[config.mk]
export PLATFORM = sky130hd
export DESIGN_NAME = enabler_seq
export DESIGN_NICKNAME = d
export VERILOG_FILES = /design/src/rtl/enabler_seq_pkg.sv /design/src/rtl/enabler_chan.sv /design/src/rtl/enabler_seq.sv
export SDC_FILE = /design/constraint.sdc
export NUM_CORES = 1
export LEC_CHECK = 0
export CAP_MARGIN = 20
export CORE_MARGIN = 5
export CORE_UTILIZATION = 54
export DETAILED_ROUTE_END_ITERATION = 10
export GPL_ROUTABILITY_DRIVEN = 0
export GPL_TIMING_DRIVEN = 0
export PLACE_DENSITY = 0.77
export SLEW_MARGIN = 5
export SYNTH_ARGS = -nofsm -noshare
export SYNTH_HDL_FRONTEND = slang
export SYNTH_HIERARCHICAL = 1
export SYNTH_SLANG_ARGS = --single-unit
[constraint.sdc]
create_clock -name clk -period 2.7 [get_ports clk]
set_input_delay 0.54 -clock clk [delete_from_list [all_inputs] [get_ports clk]]
set_output_delay 0.54 -clock clk [all_outputs]
set_load 0.01 [all_outputs]
[src/rtl/enabler_seq_pkg.sv]
// Shared encodings for the sequential state-decode enabler: controller main/sub-state
// values and the per-channel enable FSM states.
package enabler_seq_pkg;

    localparam logic [1:0] S_IDLE = 2'd0;
    localparam logic [1:0] S_RD   = 2'd1;
    localparam logic [1:0] S_WPR  = 2'd2;
    localparam logic [1:0] S_WR   = 2'd3;

    localparam logic [2:0] SL_A = 3'd0;
    localparam logic [2:0] SL_B = 3'd1;
    localparam logic [2:0] SL_C = 3'd2;
    localparam logic [2:0] SL_D = 3'd3;
    localparam logic [2:0] SL_E = 3'd4;
    localparam logic [2:0] SL_F = 3'd5;
    localparam logic [2:0] SL_G = 3'd6;
    localparam logic [2:0] SL_H = 3'd7;

    typedef enum logic [2:0] {
        EN_IDLE = 3'd0,
        EN_QUAL = 3'd1,
        EN_ON   = 3'd2,
        EN_HOLD = 3'd3,
        EN_DONE = 3'd4
    } en_state_e;

    function automatic int max_int(input int a, input int b);
        return (a > b) ? a : b;
    endfunction

endpackage

[src/rtl/enabler_chan.sv]
// One enable channel: qualifies a match over QUAL_CYC extra cycles, then drives a
// level enable (with optional hold-off) or a single-cycle pulse.
module enabler_chan
    import enabler_seq_pkg::*;
#(
    parameter int QUAL_CYC   = 0,
    parameter int HOLD_CYC   = 0,
    parameter int PULSE_MODE = 0,
    parameter int CNT_W      = 4
) (
    input  logic clk,
    input  logic rst,
    input  logic cond,
    output logic en,
    output logic en_rise,
    output logic en_next
);

    localparam logic [CNT_W-1:0] QUAL_CNT = CNT_W'(QUAL_CYC);
    localparam logic [CNT_W-1:0] HOLD_CNT = CNT_W'(HOLD_CYC);
    localparam logic [CNT_W-1:0] CNT_ONE  = CNT_W'(1);

    if ((1 << CNT_W) <= max_int(QUAL_CYC, HOLD_CYC)) begin : g_cnt_w_check
        $error("enabler_chan: CNT_W too narrow for QUAL_CYC/HOLD_CYC");
    end

    en_state_e        state_q, state_d;
    logic [CNT_W-1:0] cnt_q, cnt_d;
    logic             en_q, en_d;
    logic             en_rise_q, en_rise_d;

    always_ff @(posedge clk) begin
        if (rst) begin
            state_q   <= EN_IDLE;
            cnt_q     <= '0;
            en_q      <= 1'b0;
            en_rise_q <= 1'b0;
        end else begin
            state_q   <= state_d;
            cnt_q     <= cnt_d;
            en_q      <= en_d;
            en_rise_q <= en_rise_d;
        end
    end

    always_comb begin
        state_d = state_q;
        cnt_d   = cnt_q;
        unique case (state_q)
            EN_IDLE: begin
                if (cond) begin
                    if (QUAL_CYC == 0) begin
                        state_d = EN_ON;
                    end else begin
                        state_d = EN_QUAL;
                        cnt_d   = CNT_ONE;
                    end
                end
            end
            EN_QUAL: begin
                if (!cond) begin
                    state_d = EN_IDLE;
                    cnt_d   = '0;
                end else if (cnt_q == QUAL_CNT) begin
                    state_d = EN_ON;
                end else begin
                    cnt_d = cnt_q + CNT_ONE;
                end
            end
            EN_ON: begin
                if (PULSE_MODE != 0) begin
                    state_d = EN_DONE;
                end else if (!cond) begin
                    if (HOLD_CYC == 0) begin
                        state_d = EN_IDLE;
                    end else begin
                        state_d = EN_HOLD;
                        cnt_d   = CNT_ONE;
                    end
                end
            end
            // A returning match resumes ON directly; en never drops so no rise pulse.
            EN_HOLD: begin
                if (cond) begin
                    state_d = EN_ON;
                end else if (cnt_q == HOLD_CNT) begin
                    state_d = EN_IDLE;
                end else begin
                    cnt_d = cnt_q + CNT_ONE;
                end
            end
            EN_DONE: begin
                if (!cond) begin
                    state_d = EN_IDLE;
                end
            end
            default: begin
                state_d = EN_IDLE;
                cnt_d   = '0;
            end
        endcase
    end

    always_comb begin
        en_d      = (state_d == EN_ON) || (state_d == EN_HOLD);
        en_rise_d = en_d && !en_q;
    end

    assign en      = en_q;
    assign en_rise = en_rise_q;
    assign en_next = en_d;

endmodule

[src/rtl/enabler_seq.sv]
// Registered state-decode enabler: decodes ST/ST_L into per-channel match terms and
// runs an independent qualify/hold FSM for each of NCH enable outputs.
module enabler_seq
    import enabler_seq_pkg::*;
#(
    parameter int                           NCH        = 2,
    parameter int                           ST_W       = 2,
    parameter int                           STL_W      = 3,
    parameter logic [ST_W-1:0]              ST_MATCH   = S_WPR,
    parameter logic [NCH*(1<<STL_W)-1:0]    SL_MASK    = {NCH{8'b0000_0011}},
    parameter int                           QUAL_CYC   = 0,
    parameter int                           HOLD_CYC   = 0,
    parameter int                           PULSE_MODE = 0,
    parameter int                           CNT_W      = 4
) (
    input  logic             clk,
    input  logic             rst,
    input  logic [ST_W-1:0]  ST,
    input  logic [STL_W-1:0] ST_L,
    output logic [NCH-1:0]   en,
    output logic [NCH-1:0]   en_rise,
    output logic             any_en
);

    localparam int NSL = 1 << STL_W;

    logic           st_match;
    logic [NCH-1:0] cond;
    logic [NCH-1:0] en_next;
    logic           any_en_q, any_en_d;

    assign st_match = (ST == ST_MATCH);

    for (genvar g = 0; g < NCH; g++) begin : g_chan
        logic [NSL-1:0] lane_mask;

        assign lane_mask = SL_MASK[g*NSL +: NSL];
        assign cond[g]   = st_match && lane_mask[ST_L];

        enabler_chan #(
            .QUAL_CYC  (QUAL_CYC),
            .HOLD_CYC  (HOLD_CYC),
            .PULSE_MODE(PULSE_MODE),
            .CNT_W     (CNT_W)
        ) u_chan (
            .clk    (clk),
            .rst    (rst),
            .cond   (cond[g]),
            .en     (en[g]),
            .en_rise(en_rise[g]),
            .en_next(en_next[g])
        );
    end

    // Fed from next-state enables so any_en lines up with the channel en registers.
    always_comb begin
        any_en_d = |en_next;
    end

    always_ff @(posedge clk) begin
        if (rst) begin
            any_en_q <= 1'b0;
        end else begin
            any_en_q <= any_en_d;
        end
    end

    assign any_en = any_en_q;

endmodule

# [Word-level counts from Yosys, hierarchy flattened]
# Memories as Yosys holds them, arrays and structs flattened.
# Cells that the tools add are included.
[op_classes] order_cmp=1 n_mux=23 reduce_logical=18 bitwise_logic=2 n_addsub=2 eq_ne=15
[op_table] cell="3-bit 2-to-1 mux" n=12
[op_table] cell="3-bit by 2-bit equality test with 1-bit output, second input constant" n=8
[op_table] cell="4-bit 2-to-1 mux" n=6
[op_table] cell="3-bit case mux with 4 select lines" n=2
[op_table] cell="4-bit case mux with 3 select lines" n=2
[op_table] cell="4-bit by 1-bit adder with 4-bit output, second input constant" n=2
[op_table] cell="4-bit zero test" n=2
[op_table] cell="3-bit by 1-bit equality test with 1-bit output, second input constant" n=2
[op_table] cell="3-bit equality test, second input constant" n=2
[op_table] cell="3-bit zero test" n=2
[op_table] cell="2-bit OR reduction" n=3
[op_table] cell="3-bit OR reduction" n=2
[op_table] cell="3-bit by 4-bit less-than comparator with 1-bit output, second input constant" n=1
[op_table] cell="2-bit != test, second input constant" n=2
[op_table] cell="2-bit AND reduction" n=2
[op_table] cell="1-bit logical AND" n=3
[op_table] cell="2-bit equality test, second input constant" n=1
[op_table] cell="1-bit zero test" n=2
[op_table] cell="1-bit logical OR" n=2
[op_table] cell="1-bit inverter" n=2
[op_table] cell="1-bit 2-to-1 mux" n=1
[totals] regBits=19 n_memories=1 out_inout_bits=5 rom_bits=8 input_bits=7 word_cells=71
[memory_table] memory="(no name shown)" words=8 word_bits=1 read_ports=1 rd_ports_with_merged_regs=0 write_ports=0 line="enabler_seq.sv:38" text="assign cond[g] = st_match && lane_mask[ST_L];"

# [Logic depth before layout (Yosys ltp)]
[logic_depth] depth_word=8 ltp_mapped=6 depth_no_buf=6

# [Cells and area by module]
# Netlist, hierarchy kept.
[by_module_without_submodules] mod="enabler_chan" n_inst=2 area_per_inst_um2=516.7 cells_per_inst=55 seq_area_each_um2=180.2
[by_module_without_submodules] mod="enabler_seq" n_inst=1 area_per_inst_um2=45.0 cells_per_inst=3 seq_area_each_um2=20.0

# [Least setup slack after synthesis]
# No wires, ideal clock.
[synth_timing] path_type="input port to flip-flop" from="input ST[0]" to="register g_chan[0].u_chan.en_rise_q" cell_stages=3 arrival_ns=1.957 t_required_ns=2.597 setup_time_ns=0.103 slack_ns=0.639 cell_sequence="nor4b_2 o21ai_1 a2111oi_2"
[synth_via] elab_chain_len=7 word_cells_on_any_way=11 classes_between="eq/ne (3); mux (5); reduce/logical (3)"
[synth_rtl] item="start, declared" line="enabler_seq.sv:18" text="input logic [ST_W-1:0] ST,"
[synth_rtl] item="2-bit equality test (*)" line="enabler_seq.sv:32" text="assign st_match = (ST == ST_MATCH);"
[synth_rtl] item="1-bit logical AND (*)"
[synth_rtl] item="3-bit 2-to-1 mux (on tied branches)"
[synth_rtl] item="3-bit case mux with 4 select lines (*)" line="enabler_chan.sv:49" text="unique case (state_q)"
[synth_rtl] item="3-bit by 2-bit equality test with 1-bit output" line="enabler_chan.sv:105" text="en_d = (state_d == EN_ON) || (state_d == EN_HOLD);"
[synth_rtl] item="1-bit logical OR (*)" line="enabler_chan.sv:105"
[synth_rtl] item="1-bit logical AND (*)" line="enabler_chan.sv:106" text="en_rise_d = en_d && !en_q;"
[synth_rtl] item="end signal, assigned" line="enabler_chan.sv:42" text="en_rise_q <= en_rise_d;"
[synth_rtl] item="end, declared" line="enabler_chan.sv:30" text="logic en_rise_q, en_rise_d;"
# Mark *: on every way between the ends. The rest lies on a longest branch, timed or not.
# A chain may end at the register's enable or synchronous reset.

# [Worst setup path in the final report]
[layout_timing] from="input ST[0]" to="register g_chan[1].u_chan.cnt_q[1]"
[layout_via] elab_chain_len=4 word_cells_on_any_way=6 classes_between="eq/ne (2); mux (2); reduce/logical (2)"
[layout_rtl] item="2-bit equality test (*)" line="enabler_seq.sv:32"
[layout_rtl] item="1-bit logical AND (*)" line="enabler_seq.sv:38"
[layout_rtl] item="net cond[0]" line="enabler_seq.sv:28" text="logic [NCH-1:0] cond;"
[layout_rtl] item="4-bit 2-to-1 mux / 2-bit != test (equally long branches)"
[layout_rtl] item="4-bit case mux with 3 select lines / 2-bit AND reduction (equally long branches)"
[layout_rtl] item="end signal, assigned" line="enabler_chan.sv:40" text="cnt_q <= cnt_d;"
[layout_rtl] item="end, declared" line="enabler_chan.sv:28" text="logic [CNT_W-1:0] cnt_q, cnt_d;"
# Mark *: on every way through the listed nets, which the timed path passes. The rest lies on a longest branch.

==> flow_metrics.py <==
metrics = {
    "clock_tree": {
        "cts.path.max_buffers": 2,
        "numCtsBuffers": 3,
        "post_cts_buffers": 0,
        "cts_hold_buffers": 0,
        "cts_tree": "built",
        "register_clock_pin_slew_on_the_reported_worst_setup_and_hold_paths_ns": 0.11,
        "worstSkewPairLatency_ns": 0.30,
        "htreeDepth": 1,
        "cts_repair_resize_count": 0,
        "cts.root.buffer_cell": "sky130_fd_sc_hd__clkbuf_4",
        "cts.sinks": 19,
    },
    "sta": {
        "fmaxAchievable_ghz": 0.443,
        "setup_slack_ns": 0.441,
        "slew_headroom_pct": 49.8,
        "tightest_slew_ns": 0.750,
        "timing.setup.tns_ns": 0,
        "final_max_slew_viol_count": 0,
        "unrepaired_setup_endpoints_after_global_routing": "false",
        "finalSetupViolations": 0,
        "whs_ns": 0.444,
        "timing.final.hold_violations": 0,
        "final_min_period_over_clock_period_pct": 83.7,
        "final_period_minus_worst_setup_slack_ns": 2.26,
        "fin_worst_skew_ns": 0.00285,
    },
    "finish": {
        "area_growth_from_synthesis_to_final_layout_pct": 15.7,
        "finalInstanceArea_mm2": 0.00125,
        "layout.core_utilization_pct": 64.2,
        "final_cells": 155,
        "antennaDiodeCount": 0,
        "nets": 140,
        "post_route_cells_drive_above_1_share_pct": 16.4,
    },
    "drt": {
        "routed-wl-met2_um": 1100,
        "routedWlPerCell_um": 14.2,
        "post-route-drc-count": 0,
        "sum_of_met3_wire_segment_lengths_after_detailed_routing_um": 58,
        "finalWirelength_um": 2200,
        "postRouteAntennaNets": 0,
        "routedLengthMet1_um": 988,
        "violation_count_after_the_first_detailed_routing_iteration": 12,
        "first_pass_iters": 4,
        "per_cell_via_count_in_the_routed_design": 5.96,
        "topRoutingLayerUsed": "met4",
        "dr_total_vias": 924,
    },
    "synthesis": {
        "synthesis.instances": 113,
        "yosysSeqAreaShare_pct": 35.3,
        "synthesis.area_mm2": 0.00108,
        "syn_avg_cell_area_um2": 9.54,
        "synth-async-reset-ratio_pct": 0,
        "synth_flop_cell": "sky130_fd_sc_hd__dfxtp_1",
        "postSynthNetCount": 124,
        "yosys_warnings": 6,
        "synth-seq-cells": 19,
        "yosys.cell_types.count": 32,
        "synth_enable_flop_cells": 0,
    },
    "power": {
        "worst_ir_drop_vdd_mv": 0.239,
        "leakage_nw": 0.447,
        "power.density_mw_per_mm2": 375,
        "fin_total_pwr_mw": 0.467,
    },
    "floorplan": {
        "core_rows": 16,
        "die_footprint_mm2": 0.00299,
        "design.core.area_mm2": 0.00194,
        "die_y_um": 54.7,
        "io_pins": 12,
        "initial_utilization_pct": 55.5,
        "die_boundary_width_um": 54.7,
    },
    "critical_path": {
        "critical_path_class": "in -> reg",
        "timing.critical_path.fanout_max": 9,
        "cp_data_required_time_ns": 2.90,
        "critical_path.startpoint_type": "input port",
        "worstPathArrival_ns": 2.46,
        "end_kind": "flop",
    },
    "global_routing": {
        "grt_antenna_before_repair": 0,
        "grt_max_degree": 12,
        "number_of_global_route_vias_before_repair": 858,
        "grt_pass1_wl_um": 3750,
        "grt_overflow": 0,
        "grt_util_all_layers_pct": 17.6,
    },
    "place": {
        "detailedPlacementHpwl_um": 1660,
        "portBuffers": 10,
        "detailed_place.area_mm2": 0.00122,
        "dp_worst_setup_slack_ns": 0.126,
        "place_inst": 151,
    },
    "job": {
        "max_cap_violations": 0,
    },
    "run_status": {
        "status": "finished, final reports clean",
    },
    "min_path": {
        "timing.hold.worst.class": "reg -> reg",
    },
}
==> synth_stat cells, types with 3 or more instances <==
library cell | count | area, µm²
sky130_fd_sc_hd__ha_1 | 4 | 50.1
sky130_fd_sc_hd__a21oi_1 | 4 | 20.0
sky130_fd_sc_hd__o21ba_2 | 3 | 30.0
sky130_fd_sc_hd__inv_1 | 10 | 37.5
sky130_fd_sc_hd__dfxtp_1 | 19 | 380
sky130_fd_sc_hd__o211ai_1 | 6 | 45.0
sky130_fd_sc_hd__a211o_1 | 4 | 35.0
sky130_fd_sc_hd__nor2_1 | 4 | 15.0
sky130_fd_sc_hd__a21boi_0 | 6 | 45.0
sky130_fd_sc_hd__nand2_1 | 8 | 30.0
sky130_fd_sc_hd__nand3_1 | 4 | 20.0
==> layer usage <==
| metal | GRT usage (%) | vias up |
|---|---|---|
| met5 | 0 | - |
| met4 | 10.4 | 0 |
| met3 | 3.27 | 6 |
| met2 | 28.3 | 16 |
| met1 | 21.4 | 441 |
| li1 | - | 461 |
==> state kept, by name (all words and copies together) (netlist names) <==
| signal | cells |
|---|---|
| g_chan.u_chan/en | 2 |
| any_en | 1 |
| g_chan.u_chan/en_rise | 2 |
| g_chan.u_chan/state_q | 6 |
| g_chan.u_chan/cnt_q | 8 |
==> cells by family (layout without fill, tap and decap cells) <==
family                     Yosys count  after routing  synth area share, %
xor gates and xnor gates             2              2                 1.62
buffers and inverters               12             27                 4.41
muxes                                2              2                 1.86
AOI/OAI and AO/OA                   39             39                 30.9
DFF                                 19             19                 35.3
adders and majority gates            4              4                 4.64
and+or+nand+nor                     35             35                 21.3
==> worst max-delay path: stages <==
cell	delay (ns)
sky130_fd_sc_hd__clkdlybuf4s50_1	0.42
sky130_fd_sc_hd__nor4b_2	0.70
sky130_fd_sc_hd__buf_4	0.28
sky130_fd_sc_hd__a21bo_2	0.20
sky130_fd_sc_hd__a21boi_0	0.10
sky130_fd_sc_hd__o221a_2	0.24
==> cells in the final DEF, fill, tap and decap left out, types with 3 or more instances in the layout <==
master                            instances
sky130_fd_sc_hd__a211o_1                  4
sky130_fd_sc_hd__a21boi_0                 6
sky130_fd_sc_hd__a21oi_1                  4
sky130_fd_sc_hd__clkbuf_4                 3
sky130_fd_sc_hd__clkdlybuf4s50_1         10
sky130_fd_sc_hd__dfxtp_1                 19
sky130_fd_sc_hd__ha_1                     4
sky130_fd_sc_hd__inv_1                   10
sky130_fd_sc_hd__nand2_1                  8
sky130_fd_sc_hd__nand3_1                  4
sky130_fd_sc_hd__nor2_1                   4
sky130_fd_sc_hd__o211ai_1                 6
sky130_fd_sc_hd__o21ba_2                  3
==> worst paths after layout <==
check                            startpoint                         to  slack (ns)  cells past startpoint
hold / removal          g_chan[0].u_chan/en   g_chan[0].u_chan/en_rise        0.44                      1
setup reg to reg  g_chan[0].u_chan/cnt_q[0]   g_chan[0].u_chan/en_rise        1.10                      5
setup / recovery                      ST[0]  g_chan[1].u_chan/cnt_q[1]        0.44                      6
hold reg to reg         g_chan[0].u_chan/en   g_chan[0].u_chan/en_rise        0.44                      1
==> cell type report <==
type	count	area, µm²
inverter	10	37.5
buffer	2	10.0
fill	184	694
tap	27	33.8
clock buffer	3	22.5
timing repair buffer	11	108
clock inverter	1	5.00
sequential	19	380
multi-input combinational	82	651
==> report_power, final <==
part | internal [mW] | total [mW] | leakage [nW] | switching, mW
clock network | 0.0552 | 0.148 | 0.0177 | 0.0931
logic | 0.0185 | 0.0363 | 0.276 | 0.0178
registers | 0.282 | 0.283 | 0.153 | 0.000643
total | 0.356 | 0.467 | 0.447 | 0.112
(Power assumes the default switching activity.)
==> edit (config.mk and constraints unchanged) <==
`QUAL_CYC` is set to 0 in 2 places; all go to 1.
--- a/src/rtl/enabler_chan.sv
+++ b/src/rtl/enabler_chan.sv
@@ -4,5 +4,5 @@
     import enabler_seq_pkg::*;
 #(
-    parameter int QUAL_CYC   = 0,
+    parameter int QUAL_CYC   = 1,
     parameter int HOLD_CYC   = 0,
     parameter int PULSE_MODE = 0,
--- a/src/rtl/enabler_seq.sv
+++ b/src/rtl/enabler_seq.sv
@@ -9,5 +9,5 @@
     parameter logic [ST_W-1:0]              ST_MATCH   = S_WPR,
     parameter logic [NCH*(1<<STL_W)-1:0]    SL_MASK    = {NCH{8'b0000_0011}},
-    parameter int                           QUAL_CYC   = 0,
+    parameter int                           QUAL_CYC   = 1,
     parameter int                           HOLD_CYC   = 0,
     parameter int                           PULSE_MODE = 0,
Formal check against the unedited RTL: not equivalent (a bounded check fails within 4 cycles, from zero or initial values and one cycle with rst high).
==> edit against the unedited design <==
  * Wire length shrank 7.4%
  * Total power shrank 0.71%
  * Largest cell class unchanged
  * Combinational power shrank 6.1%
  * Critical endpoint is now g_chan[0].u_chan/cnt_q[1]
  * Register-to-register slack lost 0.03 ns
  * Highest routed layer unchanged
  * Cell count grew 0.65%
  * Count of clock-buffer cells in the layout grew 1
  * Sequential cell count is the same
  * Worst setup slack is essentially flat
  * Final area shrank 0.60%
  * Core utilization grew 0.28 points
  * Area after synthesis shrank 0.70%
  * Die area shrank 0.57%
==> edit: results (changes against the unedited design) <==
{| class="wikitable"
! Metric !! Value
|-
| Xor/xnor cell area share of the yosys netlist || 0% (-1.6 points)
|-
| Clock tree skew after final layout || 0.00114 ns (-0.00171 ns)
|-
| Number of DRC markers after the initial detailed-route iteration || 7 (-5)
|-
| Leading cell types by count after synthesis || 19 x sky130_fd_sc_hd__dfxtp_1, 12 x sky130_fd_sc_hd__nor2_1, 10 x sky130_fd_sc_hd__inv_1, 6 x sky130_fd_sc_hd__ha_1, 6 x sky130_fd_sc_hd__nand2_1
|-
| Worst slack, placed || -0.136 ns (-0.262 ns)
|-
| Fraction of synthesized area in multiplexers || 3.74% (+1.9 points)
|-
| Area fraction in compound gates after synthesis || 20.3% (-11 points)
|-
| Largest cells by area after synthesis || sky130_fd_sc_hd__dfxtp_1 36%, sky130_fd_sc_hd__ha_1 7.0%, sky130_fd_sc_hd__and4bb_1 4.7%
|-
| Post-layout net count || 143 (+2.1%)
|-
| Transition time at the pin with the least slew margin || 0.630 ns (-0.120 ns)
|-
| Peak supply drop || 0.192 mV (-20%)
|-
| Detail Placement HPWL || 1.55 mm (-6.3%)
|-
| Met3 GRT Util || 4.09% (+0.82 points)
|-
| Max incr delay on CP || 0.62 ns (-0.08 ns)
|-
| Worst Min Path Start || g_chan[1].u_chan/en
|-
| Placed Cells || 152 (+0.66%)
|-
| Synth Area in Adders || 7.01% (+2.4 points)
|-
| First-pass GRT wire length || 3.61 mm (-3.7%)
|-
| Post-route total power || 0.464 mW (-0.71%)
|-
| Number of warnings reported in the yosys synthesis log || 6 (unchanged)
|-
| Hold Path End || g_chan[1].u_chan/en_rise
|-
| Placed Area || 1200 sq um (-1.2%)
|-
| R2R setup slack || 1.07 ns (-0.03 ns)
|-
| Final period util || 83.7% (about the same)
|-
| Share of the yosys chip area belonging to registers || 35.5% (+0.25 points)
|-
| Cell leakage power || 0.503 nW (+13%)
|-
| Net count after synthesis || 128 (+3.2%)
|-
| Total length of routed met3 wires || 77 um (+33%)
|-
| Detailed Route WL || 2.04 mm (-7.4%)
|-
| Unique masters post-synth || 29 (-9.4%)
|-
| CP max-delay cell || sky130_fd_sc_hd__nor4b_4
|-
| Reg2Reg Capture Point || g_chan[0].u_chan/cnt_q[1]
|-
| GR Layer Usage met2 || 30.1% (+1.7 points)
|-
| Via count of the first global-routing pass || 912 (+6.3%)
|-
| Cell Count, Final, Fillers Out || 156 (+0.65%)
|-
| Outcome || completed
|-
| Largest net degree at the start of global routing || 13 (+1)
|-
| Fraction of layout cells with a size suffix above 1 || 6.98% (-9.4 points)
|-
| Worst hold slack after final layout || 0.415 ns (-0.0292 ns)
|-
| Met2 routed WL || 1.00 mm (-8.8%)
|-
| Combined global-route utilization of all metal layers || 16.7% (-0.82 points)
|}
edit: cell count changes after synthesis, sizes merged, moves of 4 or more:
cell    delta
nor2       +8
o211ai     -6
a211o      -4
a22oi      -4
a31o       +4
and4bb     +4
nor2b      +4
or3b       +4
edit: layout make-up:
cell class              count  area [sq um]
fillers                   171           682
multi-input cells          86           662
flip-flops and latches     19           380
repair buffers             10           100
inverters                  10          37.5
well taps                  27          33.8
clock buffers               4          26.3
edit: kinds of logic (layout without fill, tap and decap cells):
kind of cell,count (synthesis),after routing
mux,4,4
fa+ha+maj,6,6
compound gates,27,27
buf+inv,10,24
flops,19,19
simple gates,49,49
edit: power breakdown:
group	switching, mW	internal [mW]
registers	0.00337	0.282
logic	0.0175	0.0166
clock network	0.0869	0.0574
total	0.108	0.356
edit: repair_timing:
item,4_1_cts,5_1_grt
resized for setup,0,1
endpoints found under the setup margin,0,7
setup buffers,0,0
endpoints found under the hold margin,0,0
